[src/rtl/posit_pkg.sv]
// Shared posit constants and elaboration helpers for the posit multiplier arbiter slice.
package posit_pkg;
  localparam int          POSIT_N    = 16;
  localparam int          POSIT_ES   = 3;
  localparam logic [15:0] POSIT_NAR  = 16'h8000;
  localparam logic [15:0] POSIT_ZERO = 16'h0000;

  function automatic int clog2(input int v);
    int r;
    r = 0;
    while ((1 << r) < v) r++;
    return r;
  endfunction
endpackage

[src/rtl/posit_mult_arbiter_if.sv]
// Request/response bus between the requester lanes and the shared posit multiplier.
interface posit_mult_arbiter_if
  import posit_pkg::*;
#(
  parameter int N    = POSIT_N,
  parameter int NREQ = 4,
  parameter int IDW  = clog2(NREQ)
);
  logic [NREQ-1:0]   req_valid;
  logic [NREQ*N-1:0] req_a;
  logic [NREQ*N-1:0] req_b;
  logic [NREQ-1:0]   req_ready;
  logic              rsp_valid;
  logic              rsp_ready;
  logic [IDW-1:0]    rsp_id;
  logic [N-1:0]      rsp_out;
  logic              rsp_inf;
  logic              rsp_zero;
  logic              busy;

  modport master (
    output req_valid, req_a, req_b, rsp_ready,
    input  req_ready, rsp_valid, rsp_id, rsp_out, rsp_inf, rsp_zero, busy
  );
  modport slave (
    input  req_valid, req_a, req_b, rsp_ready,
    output req_ready, rsp_valid, rsp_id, rsp_out, rsp_inf, rsp_zero, busy
  );
endinterface

[src/rtl/posit_mult.sv]
// Combinational posit multiplier, round-to-nearest-even, saturating at maxpos/minpos.
module posit_mult
  import posit_pkg::*;
#(
  parameter int N  = POSIT_N,
  parameter int ES = POSIT_ES
) (
  input  logic         start,
  input  logic [N-1:0] in1,
  input  logic [N-1:0] in2,
  output logic [N-1:0] out,
  output logic         inf,
  output logic         zero,
  output logic         done
);
  localparam int FW    = N - 1 - ES;
  localparam int MW    = FW + 1;
  localparam int FRW   = 2 * MW - 1;
  localparam int CW    = 64;
  localparam int MAXSC = (N - 2) * (1 << ES);
  localparam logic [N-1:0] NAR = {1'b1, {(N-1){1'b0}}};

  function automatic void decode(input logic [N-1:0] x, output int sc, output logic [FW:0] mant);
    logic [N-2:0] rem, sh;
    logic         r0, stop;
    int           m;
    rem  = x[N-1] ? (N-1)'(-x) : x[N-2:0];
    r0   = rem[N-2];
    m    = 0;
    stop = 1'b0;
    for (int i = N - 2; i >= 0; i--) begin
      if (!stop && rem[i] == r0) m++;
      else stop = 1'b1;
    end
    sh   = rem << (m + 1);
    sc   = (r0 ? m - 1 : -m) * (1 << ES) + int'(sh[N-2 -: ES]);
    mant = {1'b1, sh[FW-1:0]};
  endfunction

  int              sa, sb, sc, k, e, rlen;
  logic [FW:0]     ma, mb;
  logic [2*MW-1:0] prod;
  logic [FRW-1:0]  frac;
  logic [CW-1:0]   rbits, tail_al, comb;
  logic [N-2:0]    mag, magr;
  logic [N-1:0]    res;
  logic            guard, sticky, nar, zr;

  always_comb begin
    decode(in1, sa, ma);
    decode(in2, sb, mb);
    prod = {{MW{1'b0}}, ma} * {{MW{1'b0}}, mb};
    sc   = sa + sb + int'(prod[2*MW-1]);
    frac = prod[2*MW-1] ? prod[2*MW-2:0] : {prod[2*MW-3:0], 1'b0};
    k    = sc >>> ES;
    e    = sc - k * (1 << ES);
    // Regime run is laid out MSB-first; exponent and fraction follow it.
    if (k >= 0) begin
      rbits = ~({CW{1'b1}} >> (k + 1));
      rlen  = k + 2;
    end else begin
      rbits = {{(CW-1){1'b0}}, 1'b1} << (CW - 1 + k);
      rlen  = 1 - k;
    end
    tail_al = {ES'(e), frac, {(CW-ES-FRW){1'b0}}} >> rlen;
    comb    = rbits | tail_al;
    mag     = comb[CW-1 -: N-1];
    guard   = comb[CW-N];
    sticky  = |comb[CW-N-1:0];
    magr    = mag + (N-1)'(guard & (sticky | mag[0]));
    if (sc > MAXSC)  magr = {(N-1){1'b1}};
    if (sc < -MAXSC) magr = (N-1)'(1);
    res  = (in1[N-1] ^ in2[N-1]) ? -{1'b0, magr} : {1'b0, magr};
    nar  = (in1 == NAR) || (in2 == NAR);
    zr   = !nar && ((in1 == '0) || (in2 == '0));
    out  = nar ? NAR : (zr ? '0 : res);
    inf  = nar;
    zero = zr;
    done = start;
  end
endmodule

[src/rtl/rr_arbiter.sv]
// Round-robin picker: first valid request at or after ptr, as one-hot grant plus index.
module rr_arbiter
  import posit_pkg::*;
#(
  parameter int NREQ = 4,
  parameter int IDW  = clog2(NREQ)
) (
  input  logic [NREQ-1:0] req,
  input  logic [IDW-1:0]  ptr,
  output logic [NREQ-1:0] gnt,
  output logic [IDW-1:0]  idx,
  output logic            any
);
  always_comb begin
    gnt = '0;
    idx = '0;
    any = 1'b0;
    for (int j = 0; j < NREQ; j++) begin
      if (!any && req[(int'(ptr) + j) % NREQ]) begin
        any = 1'b1;
        gnt[(int'(ptr) + j) % NREQ] = 1'b1;
        idx = IDW'((int'(ptr) + j) % NREQ);
      end
    end
  end
endmodule

[src/rtl/posit_mult_arbiter.sv]
// Shares one posit_mult among NREQ requesters: round-robin grant, operand stage S1, result stage S2.
module posit_mult_arbiter
  import posit_pkg::*;
#(
  parameter int N    = POSIT_N,
  parameter int ES   = POSIT_ES,
  parameter int NREQ = 4,
  parameter int IDW  = clog2(NREQ)
) (
  input  logic clk,
  input  logic rst_n,
  posit_mult_arbiter_if.slave bus
);
  logic [NREQ-1:0] gnt;
  logic [IDW-1:0]  gnt_idx;
  logic            gnt_any;
  logic [IDW-1:0]  rr_ptr_q, rr_ptr_d;
  logic            s1_valid_q, s1_valid_d;
  logic [N-1:0]    s1_a_q, s1_a_d, s1_b_q, s1_b_d;
  logic [IDW-1:0]  s1_id_q, s1_id_d;
  logic            rsp_valid_q, rsp_valid_d;
  logic [N-1:0]    rsp_out_q, rsp_out_d;
  logic            rsp_inf_q, rsp_inf_d, rsp_zero_q, rsp_zero_d;
  logic [IDW-1:0]  rsp_id_q, rsp_id_d;
  logic            s1_ready, s2_ready, accept, move;
  logic [N-1:0]    pm_out;
  logic            pm_inf, pm_zero, pm_done;

  rr_arbiter #(.NREQ(NREQ), .IDW(IDW)) u_arb (
    .req(bus.req_valid), .ptr(rr_ptr_q), .gnt(gnt), .idx(gnt_idx), .any(gnt_any)
  );

  posit_mult #(.N(N), .ES(ES)) u_mult (
    .start(s1_valid_q), .in1(s1_a_q), .in2(s1_b_q),
    .out(pm_out), .inf(pm_inf), .zero(pm_zero), .done(pm_done)
  );

  always_comb begin
    s2_ready      = !rsp_valid_q || bus.rsp_ready;
    s1_ready      = !s1_valid_q || s2_ready;
    // Held low in reset so no requester sees an accept that the flops will not take.
    bus.req_ready = gnt & {NREQ{s1_ready & rst_n}};
    accept        = gnt_any && s1_ready;
    move          = s1_valid_q && s2_ready;

    s1_valid_d = accept || (s1_valid_q && !s2_ready);
    s1_a_d     = accept ? bus.req_a[int'(gnt_idx)*N +: N] : s1_a_q;
    s1_b_d     = accept ? bus.req_b[int'(gnt_idx)*N +: N] : s1_b_q;
    s1_id_d    = accept ? gnt_idx : s1_id_q;
    rr_ptr_d   = rr_ptr_q;
    if (accept) rr_ptr_d = (gnt_idx == IDW'(NREQ - 1)) ? '0 : gnt_idx + IDW'(1);

    rsp_valid_d = move || (rsp_valid_q && !bus.rsp_ready);
    rsp_out_d   = move ? pm_out  : rsp_out_q;
    rsp_inf_d   = move ? pm_inf  : rsp_inf_q;
    rsp_zero_d  = move ? pm_zero : rsp_zero_q;
    rsp_id_d    = move ? s1_id_q : rsp_id_q;
  end

  // S1 operand stage (data) and control/result stage (S2).
  always_ff @(posedge clk) begin
    s1_a_q  <= s1_a_d;
    s1_b_q  <= s1_b_d;
    s1_id_q <= s1_id_d;
  end

  always_ff @(posedge clk or negedge rst_n) begin
    if (!rst_n) begin
      rr_ptr_q    <= '0;
      s1_valid_q  <= 1'b0;
      rsp_valid_q <= 1'b0;
      rsp_out_q   <= '0;
      rsp_inf_q   <= 1'b0;
      rsp_zero_q  <= 1'b0;
      rsp_id_q    <= '0;
    end else begin
      rr_ptr_q    <= rr_ptr_d;
      s1_valid_q  <= s1_valid_d;
      rsp_valid_q <= rsp_valid_d;
      rsp_out_q   <= rsp_out_d;
      rsp_inf_q   <= rsp_inf_d;
      rsp_zero_q  <= rsp_zero_d;
      rsp_id_q    <= rsp_id_d;
    end
  end

  assign bus.rsp_valid = rsp_valid_q;
  assign bus.rsp_out   = rsp_out_q;
  assign bus.rsp_inf   = rsp_inf_q;
  assign bus.rsp_zero  = rsp_zero_q;
  assign bus.rsp_id    = rsp_id_q;
  assign bus.busy      = s1_valid_q | rsp_valid_q;

  a_done_follows_start: assert property (@(posedge clk) disable iff (!rst_n) pm_done == s1_valid_q);
endmodule

[src/flat_wrapper.sv]
// flat-port wrapper written by rule: the top's interface ports become plain ports
module posit_mult_arbiter_flat import posit_pkg::*;
#(
  parameter int N    = POSIT_N,
  parameter int ES   = POSIT_ES,
  parameter int NREQ = 4,
  parameter int IDW  = clog2(NREQ)
)
  (clk, rst_n, bus_req_valid, bus_req_a, bus_req_b, bus_rsp_ready, bus_req_ready, bus_rsp_valid, bus_rsp_id, bus_rsp_out, bus_rsp_inf, bus_rsp_zero, bus_busy);
  posit_mult_arbiter_if #(.N(N), .NREQ(NREQ), .IDW(IDW)) bus_i ();
  input  logic clk;
  input  logic rst_n;
  input wire logic [$bits(bus_i.req_valid)-1:0] bus_req_valid;
  input wire logic [$bits(bus_i.req_a)-1:0] bus_req_a;
  input wire logic [$bits(bus_i.req_b)-1:0] bus_req_b;
  input wire logic [$bits(bus_i.rsp_ready)-1:0] bus_rsp_ready;
  output wire logic [$bits(bus_i.req_ready)-1:0] bus_req_ready;
  output wire logic [$bits(bus_i.rsp_valid)-1:0] bus_rsp_valid;
  output wire logic [$bits(bus_i.rsp_id)-1:0] bus_rsp_id;
  output wire logic [$bits(bus_i.rsp_out)-1:0] bus_rsp_out;
  output wire logic [$bits(bus_i.rsp_inf)-1:0] bus_rsp_inf;
  output wire logic [$bits(bus_i.rsp_zero)-1:0] bus_rsp_zero;
  output wire logic [$bits(bus_i.busy)-1:0] bus_busy;
  assign bus_i.req_valid = bus_req_valid;
  assign bus_i.req_a = bus_req_a;
  assign bus_i.req_b = bus_req_b;
  assign bus_i.rsp_ready = bus_rsp_ready;
  assign bus_req_ready = bus_i.req_ready;
  assign bus_rsp_valid = bus_i.rsp_valid;
  assign bus_rsp_id = bus_i.rsp_id;
  assign bus_rsp_out = bus_i.rsp_out;
  assign bus_rsp_inf = bus_i.rsp_inf;
  assign bus_rsp_zero = bus_i.rsp_zero;
  assign bus_busy = bus_i.busy;
  posit_mult_arbiter #(.N(N), .ES(ES), .NREQ(NREQ), .IDW(IDW)) u_core (.clk(clk), .rst_n(rst_n), .bus(bus_i));
endmodule
[config.mk]
export PLATFORM = sky130hd
export DESIGN_NAME = posit_mult_arbiter_flat
export DESIGN_NICKNAME = d
export VERILOG_FILES = /design/src/rtl/posit_pkg.sv /design/src/rtl/posit_mult_arbiter_if.sv /design/src/rtl/posit_mult.sv /design/src/rtl/rr_arbiter.sv /design/src/rtl/posit_mult_arbiter.sv /design/src/flat_wrapper.sv
export SDC_FILE = /design/constraint.sdc
export NUM_CORES = 1
export LEC_CHECK = 0
export CORE_AREA = 2 2 248 250
export CTS_BUF_LIST = sky130_fd_sc_hd__clkbuf_16
export CTS_CLUSTER_DIAMETER = 50
export DETAILED_ROUTE_END_ITERATION = 12
export DIE_AREA = 0 0 250 252
export PLACE_DENSITY = 0.65
export SETUP_SLACK_MARGIN = 0.02
export SKIP_LAST_GASP = 1
export SLEW_MARGIN = 20
export SYNTH_ARGS = -nofsm -noshare
export SYNTH_HDL_FRONTEND = slang
export SYNTH_SLANG_ARGS = --single-unit
[constraint.sdc]
create_clock -name clk -period 33.5 [get_ports clk]
set_input_delay 8.375 -clock clk [delete_from_list [all_inputs] [get_ports clk]]
set_output_delay 8.375 -clock clk [all_outputs]
set_load 0.01 [all_outputs]
Word-level counts from Yosys, hierarchy flattened
Index checks and enable logic that the tools add are counted.
Widths: inputs -> output; s select.
Cells by class
  $add $sub $neg: 49
  $mul: 1
  order comparisons: 11
  eq/ne operators: 31
  shift operators: 7
  multiplexer cells: 98
  bitwise operators: 14
  reduce and logical (&&, ||, !) cells: 82
Operators with widths (count)
  $add 32x2->32 const B: 27
  $mux 32: 27
  $shiftx 64x7->16: 2
  $add 32x4->32: 2
  $mux 64: 1
  $not 64->64: 1
  $or 64x64->64: 1
  $shl 1x32->64 const A: 1
  $shl 15x32->15: 2
  $shr 64x32->64: 1
  $shr 64x32->64 const A: 1
  $mux 15: 4
  $mux 29: 2
  $neg 29->29: 2
  $sub 29x2->29 const B: 2
  $mux 16: 3
  $reduce_or 48->1: 1
  $mux 1: 41
  $logic_and 1x1->1: 38
  $add 32x2->32: 1
  $add 32x32->32: 1
  $eq 16x16->1 const B: 2
  $gt 32x8->1 const B: 1
  $logic_not 1->1: 32
  other kinds (34): 97
Word-level totals
  register bits: 58
  output and inout bits: 26
  word-level logic and storage cells: 303

Logic depth before layout (Yosys ltp)
Gate-level depths: netlist of run 1.
  depth after elaboration: 61
  depth in mapped cells: 116
  mapped depth without buffers: 110

Cells and area by module
Synthesis of run 1 repeated with hierarchy kept, for this count alone.
Second synthesis, totals
  cells, all modules: 3261
  area total of the unflattened synthesis: 23927.9 um^2
By module, submodules not included
  posit_mult: times used 1, cells each 3081, area an instance 20726.1 um^2, seq. area each 0.0 um^2
  posit_mult_arbiter: times used 1, cells each 135, area an instance 2782.7 um^2, seq. area each 1621.6 um^2
  rr_arbiter: times used 1, cells each 45, area an instance 419.2 um^2, seq. area each 0.0 um^2

Worst setup path after synthesis of run 1
OpenSTA, ideal clock, no wires.
  path kind: register -> register
  start: register u_core.s1_b_q[0]
  end: register u_core.rsp_out_q[14] (netlist: u_core.bus.rsp_out[14])
  library setup time: 130 ps
  arrival time: 23889 ps
  data required time: 33370 ps
  slack: 9481 ps
  cell stages (with the launch flop): 113
  path buffers: 8
  clock period less this slack: 24019 ps
  path through: edfxtp_1 -> clkbuf_1 -> inv_1 -> ha_1 -> or4b_4 -> o41ai_4 -> xnor2_2 -> buf_2 -> nor2_1 -> a2bb2oi_1 -> inv_1 -> ha_1 -> o21ai_0 -> nand2_1 -> ha_1 -> nor2_1 -> nor2_1 -> ha_1 -> [... 77 more ...] -> or3_1 -> clkbuf_1 -> a21oi_1 -> o21ai_0 -> o21bai_1 -> or3_1 -> o21ai_0 -> o221a_2 -> o21ai_0 -> o31ai_2 -> ha_1 -> inv_1 -> a211oi_1 -> a21bo_2 -> a2111oi_2 -> a41oi_1 -> xnor2_1 -> o21ai_1
Between the ends
  cells in the longest elaborated chain, start to end: 61
Ends and longest elaborated chain
  start, declared: line posit_mult_arbiter.sv:19  | logic [N-1:0] s1_a_q, s1_a_d, s1_b_q, s1_b_d;
  start signal, assigned: line posit_mult_arbiter.sv:63  | s1_b_q <= s1_b_d;
  branches (longest 60 deep; another with $add 32x2->32)
  $mux 16 (*): line posit_mult.sv:76  | out = nar ? NAR : (zr ? '0 : res);
  end signal, assigned: line posit_mult_arbiter.sv:80  | rsp_out_q <= rsp_out_d;
  end, declared: line posit_mult_arbiter.sv:22  | logic [N-1:0] rsp_out_q, rsp_out_d;
Mark *: on every way between the ends.
A chain may end at the register's enable or synchronous reset.

Worst setup path in the final report of run 1
  start: register u_core.s1_a_q[4]
  end: register u_core.rsp_out_q[14] (netlist: u_core.bus.rsp_out[14])
Between the ends
  cells in the longest elaborated chain, start to end: 61
Ends and longest elaborated chain
  start, declared: line posit_mult_arbiter.sv:19
  start signal, assigned: line posit_mult_arbiter.sv:62  | s1_a_q <= s1_a_d;
  branches (longest 60 deep; another with $add 32x2->32)
  $mux 16 (*): line posit_mult.sv:76
Marks and branches as above.

==> impl_metrics.toml, run 1 <==
[critical_path]
critical-path-top-delay-family = "compound AO/OA/AOI/OAI gates"
required_ns = 33.71
cp_slowest_stage_delay_ns = 0.84
startpoint_type = "flip-flop"
cp_max_fo = 24
path_common_cell = "ha_1"
worst_path_max_delay_cell = "nor2_1"
setup.worst_path.class = "flip-flop to flip-flop"
timing.critical_path.buf_inv = 10
critical_path.endpoint_type = "flip-flop"
timing.critical_path.arrival_ns = 27.73

[placed_design]
numPlacedInstances = 4187
quantity_of_i_o_buffers_inserted_on_ports = 160
hpwlAfterDp_um = 62400
gp_congestion = 0.975
post_placement_worst_setup_slack_ns = 6.53

[synth]
top_flip_flop_cell_by_instance_count_after_synthesis = "edfxtp_1"
synthMuxAreaShare = 0.0566
synth.avg_cell_area_um2 = 7.09
netlist.area_leader.share = 0.103
synth-compound-area-share = 0.245
synthesis.nets = 3758
synth_xor_xnor_area_share = 0.0982
synth_cell_types = 121
netlist_top_cells_area = "fa_1 (10%), nand2_1 (7.2%), ha_1 (7.1%)"
synth-edff-count = 34
yosys.cell_count.top_type = "nand2_1"
yosys.area.top_type = "fa_1"
syn_area_um2 = 23800
most_used_standard_cells_in_the_synthesized_netlist = "nand2_1 (455), nor2_1 (326), inv_1 (269)"
synthSimpleGateAreaFrac = 0.287
synth_warnings = 0
syn-instance-count = 3364
synth_fa_ha_area_frac = 0.175
async_reset_ff_frac = 0.414
synth.yosys.seq_area_share = 0.0680
dominant_combinational_cell_family_by_area_after_synthesis = "simple AND/OR/NAND/NOR gates"
synth_seq_cells = 58

[routing]
route.detailed.drc = 0
final_antenna_net_count = 0
detailroute.via_count = 25100
routed_wire_length_per_instance_um = 18.3
route.detailed.vias_per_inst = 5.96
first_pass_iters = 8
drt-initial-drc-count = 2115
overall_routed_net_length_um = 76800

[timing]
timing_max_transition_violations_final = 0
unrepaired_setup_endpoints_after_global_routing = "false"
finalWorstPathRequiredPeriod_ns = 27.52
worst_slew_margin_rel = 0.272
finalSetupViolations = 0
layout_setup_ws_ns = 5.98
timing.clock.skew_ns = 0.0118
final-hold-violation-count = 0
worstMarginPinSlew_ns = 1.09
fin_setup_tns_ns = 0
clock.fmax_mhz = 36.3
min_period_over_period = 0.821

[clock_network]
cts.sinks = 58
clock_pin_slew_on_the_worst_setup_and_hold_paths_ns = 0.06
cts_made_buffers = 9
cts_root_buf = "clkbuf_16"
tritoncts = "yes"
post_cts_resized = 0
cts-htree-levels = 3
cts_setup_buffers = 0
ctsHoldBuffers = 0
clock_tree.buffer_depth = 2
clk_latency_ns = 0.34

[global_routing]
grt_first_pass_wirelength_um = 124000
grt_start_max_net_pins = 67
via_count_of_the_first_global_routing_pass = 23600
antenna_found_initial = 0
grt_overflow_total = 0
globalRouteTotalUtil = 0.238

[floorplanning]
ios = 161
row_count = 90
die_width_um = 250
die_height_um = 252
initial_core_util = 0.397
floorplan.core_area_um2 = 60100
die-area_um2 = 63000

[outcome]
run_status = "finished clean"

[layout]
area_delta_synth_final_pct = 10.8
finish.utilization = 0.439
drive_gt1_frac = 0.0573
final-instance-count-excl-fill = 4203
filler_cell_count = 6259
final_net_count = 3810
antenna-diode-count = 0

[min_path]
hp-class = "flip-flop to flip-flop"

[run]
maxCapViolCount = 0
cells by family (layout without fill, tap and decap cells):
logic type,count (synthesis),in the layout
AO/OA/AOI/OAI,844,844
multiplexers,120,120
buffers and inverters,432,489
XOR/XNOR,242,242
AND/OR/NAND/NOR,1408,1408
flip-flops,58,58
adder cells (fa/ha/maj),260,260
final timing paths:
check / start / to / slack (ns) / cells past startpoint
max: u_core.s1_a_q[4]$_DFFE_PP_ / u_core.bus.rsp_out[14]$_DFFE_PN0P_ / 5.98 / 96
min reg2reg: u_core.s1_id_q[1]$_DFFE_PP_ / u_core.bus.rsp_id[1]$_DFFE_PN0P_ / 0.47 / 1
min in group asynchronous: rst_n / u_core.bus.rsp_out[6]$_DFFE_PN0P_ / 8.40 / 2
max reg2reg: u_core.s1_a_q[4]$_DFFE_PP_ / u_core.bus.rsp_out[14]$_DFFE_PN0P_ / 5.98 / 96
max in group asynchronous: rst_n / u_core.bus.rsp_id[0]$_DFFE_PN0P_ / 24.84 / 2
min: u_core.s1_id_q[1]$_DFFE_PP_ / u_core.bus.rsp_id[1]$_DFFE_PN0P_ / 0.47 / 1
placed cells by master, fill, tap and decap left out, types with 15 or more instances in the layout:
cell type	Yosys	layout
buf_4	4	39
nor2b_1	30	30
a21boi_0	20	20
o21ai_0	149	149
nand4_1	43	43
or2_2	37	37
mux2i_1	91	90
nor4_1	33	33
or3_1	35	35
xor2_1	58	58
ha_1	136	136
o21a_1	33	33
and3_1	67	67
or4_1	18	18
a211oi_1	36	36
nand3_1	96	96
clkdlybuf4s50_1	0	160
o31ai_1	33	33
o211ai_1	29	29
a21o_1	47	46
a31oi_1	89	89
o21ai_1	15	15
mux2_2	19	19
xnor2_1	165	161
fa_1	123	123
nand2b_1	40	40
inv_1	269	269
nor3_1	111	110
edfxtp_1	34	34
and2_1	47	47
a21oi_1	162	162
o22ai_1	19	19
nor2_1	326	324
dfrtp_1	24	24
nand2_1	455	455
registers in the layout, indices dropped and copies added (netlist names), named ones only:
register	count
u_core.bus.rsp_out	16
u_core.s1_a_q	16
u_core.s1_b_q	16
u_core.bus.rsp_id	2
u_core.s1_id_q	2
u_core.bus.rsp_inf	1
u_core.bus.rsp_valid	1
u_core.bus.rsp_zero	1
u_core.rr_ptr_q	1
u_core.s1_valid_q	1
cell type report:
type	instances	area, um2	share of cell area
Sequential cell	58	1620	0.0614
Inverter	274	1030	0.0389
Clock inverter	7	36.3	0.00137
Tap cell	782	978	0.0370
Clock buffer	9	225	0.00852
Timing Repair Buffer	199	1890	0.0717
Multi-Input combinational cell	2874	20600	0.781
metrics by stage:
stage	hold WS, ns	instance area (um2)
6_report	0.470	26400
5_1_grt	0.493	26400
4_1_cts	0.477	26400
3_5_place_dp	0.462	26200
3_3_place_gp	0.464	26200
2_1_floorplan	0.454	23800
layer usage:
layer | GRT usage | share of wire
met4 | 0.114 | 0.049
met3 | 0.0368 | 0.073
met1 | 0.313 | 0.44
met2 | 0.382 | 0.44
met5 | 0 | 0
Power of run 1 is not shown: default switching activity piles up to over one toggle a cycle in this logic, so the estimate is an artifact.
==> inputs of run 2 (changes only) <==
PLACE_DENSITY = 0.67   (was 0.65)
clock period = 24.7 ns   (was 33.5 ns; I/O delays follow)
==> impl_metrics.toml, run 2 (same netlist as run 1, synthesis figures left out) <==
[layout]
drive_gt1_frac = 0.0885
design_area_um2 = 27200
finish.utilization = 0.453
area_taken_by_multi_input_logic_gates_um2 = 21000
final_net_count = 3868
filler_cell_count = 6190
layout_commonest_cell = "nand2_1"
area_delta_synth_final_pct = 14.2
mostFrequentLayoutCells = "nand2_1 (454), nor2_1 (321), inv_1 (268)"
antenna-diode-count = 0
regArea_um2 = 1620

[routing]
final_antenna_net_count = 0
drt-initial-drc-count = 2384
overall_routed_net_length_um = 76500
detailroute.via_count = 25400
route.detailed.vias_per_inst = 5.96
route.detailed.drc = 0
routed_wire_length_per_instance_um = 18.0
first_pass_iters = 9

[critical_path]
worst_path_max_delay_cell = "or4b_2"
cp_slowest_stage_delay_ns = 0.75
required_ns = 24.91
cp_max_fo = 9
setup.worst_path.class = "flip-flop to flip-flop"
path_common_cell = "ha_1"
critical-path-top-delay-family = "compound AO/OA/AOI/OAI gates"
critical_path.endpoint_type = "flip-flop"
startpoint_type = "flip-flop"
timing.critical_path.buf_inv = 13
timing.critical_path.arrival_ns = 23.61

[global_routing]
via_count_of_the_first_global_routing_pass = 23500
grt_overflow_total = 0
grt_first_pass_wirelength_um = 122000
globalRouteTotalUtil = 0.234
grt_start_max_net_pins = 67
antenna_found_initial = 0

[floorplanning]
row_count = 90
die_width_um = 250
ios = 161
die_height_um = 252
die-area_um2 = 63000
floorplan.core_area_um2 = 60100
initial_core_util = 0.397

[clock_network]
clock_tree.buffer_depth = 2
cts.sinks = 58
tritoncts = "yes"
cts-htree-levels = 3
cts_root_buf = "clkbuf_16"
ctsHoldBuffers = 0
clk_latency_ns = 0.34
clock_pin_slew_on_the_worst_setup_and_hold_paths_ns = 0.05
cts_made_buffers = 9

[timing]
min_period_over_period = 0.947
worst_slew_margin_rel = 0.285
clock.fmax_mhz = 42.7
finalWorstPathRequiredPeriod_ns = 23.40
timing_max_transition_violations_final = 0
finalSetupViolations = 0
worstMarginPinSlew_ns = 1.07
hold-worst-slack_ns = 0.476
timing.clock.skew_ns = 0.00626
fin_setup_tns_ns = 0
final-hold-violation-count = 0

[placed_design]
hpwlAfterDp_um = 62400
quantity_of_i_o_buffers_inserted_on_ports = 160
gp_congestion = 0.967
placed_area_um2 = 26400

[outcome]
run_status = "finished clean"

[min_path]
hp-class = "flip-flop to flip-flop"

[run]
maxCapViolCount = 0
-- run 2: cell type report --
type | instances | area share
clock buffer | 10 | 0.00919
clock inverter | 6 | 0.00115
inverter | 274 | 0.0378
multi-input combinational | 2874 | 0.771
sequential | 58 | 0.0596
tap | 782 | 0.0359
timing repair buffer | 257 | 0.0857
-- run 2: metrics by stage --
stage	setup WS, ns	cells
global placement	0.423	4225
finish	1.30	4261
global route	-0.0605	4261
floorplan	0.681	3364
detailed placement	0.0885	4225
CTS	0.0382	4241
-- run 2: per-layer routing --
metal / wire length [um] / GRT usage / up-vias
li1: - / - / 12300
met1: 33100 / 0.307 / 11900
met2: 35300 / 0.393 / 1031
met3: 5390 / 0.0302 / 143
met4: 2750 / 0.0833 / 0
met5: 0 / 0 / -
-- run 2: timing repair --
item,4_1_cts,5_1_grt
setup endpoints to repair,2,16
pin swaps,0,10
gates resized for setup,1,71
setup buffers,0,20
-- run 2: final timing paths --
| kind | to | slack (ns) | start | depth (start not counted) |
|---|---|---|---|---|
| worst max register to register | u_core.bus.rsp_out[14]$_DFFE_PN0P_ | 1.30 | u_core.s1_a_q[5]$_DFFE_PP_ | 104 |
| min in group asynchronous | u_core.bus.rsp_out[12]$_DFFE_PN0P_ | 6.19 | rst_n | 2 |
| worst max-delay path | u_core.bus.rsp_out[14]$_DFFE_PN0P_ | 1.30 | u_core.s1_a_q[5]$_DFFE_PP_ | 104 |
| worst min register to register | u_core.bus.rsp_id[1]$_DFFE_PN0P_ | 0.48 | u_core.s1_id_q[1]$_DFFE_PP_ | 1 |
| max in group asynchronous | u_core.bus.rsp_id[0]$_DFFE_PN0P_ | 18.26 | rst_n | 2 |
| worst min-delay path | u_core.bus.rsp_id[1]$_DFFE_PN0P_ | 0.48 | u_core.s1_id_q[1]$_DFFE_PP_ | 1 |
Power of run 2 is left out for the same reason.
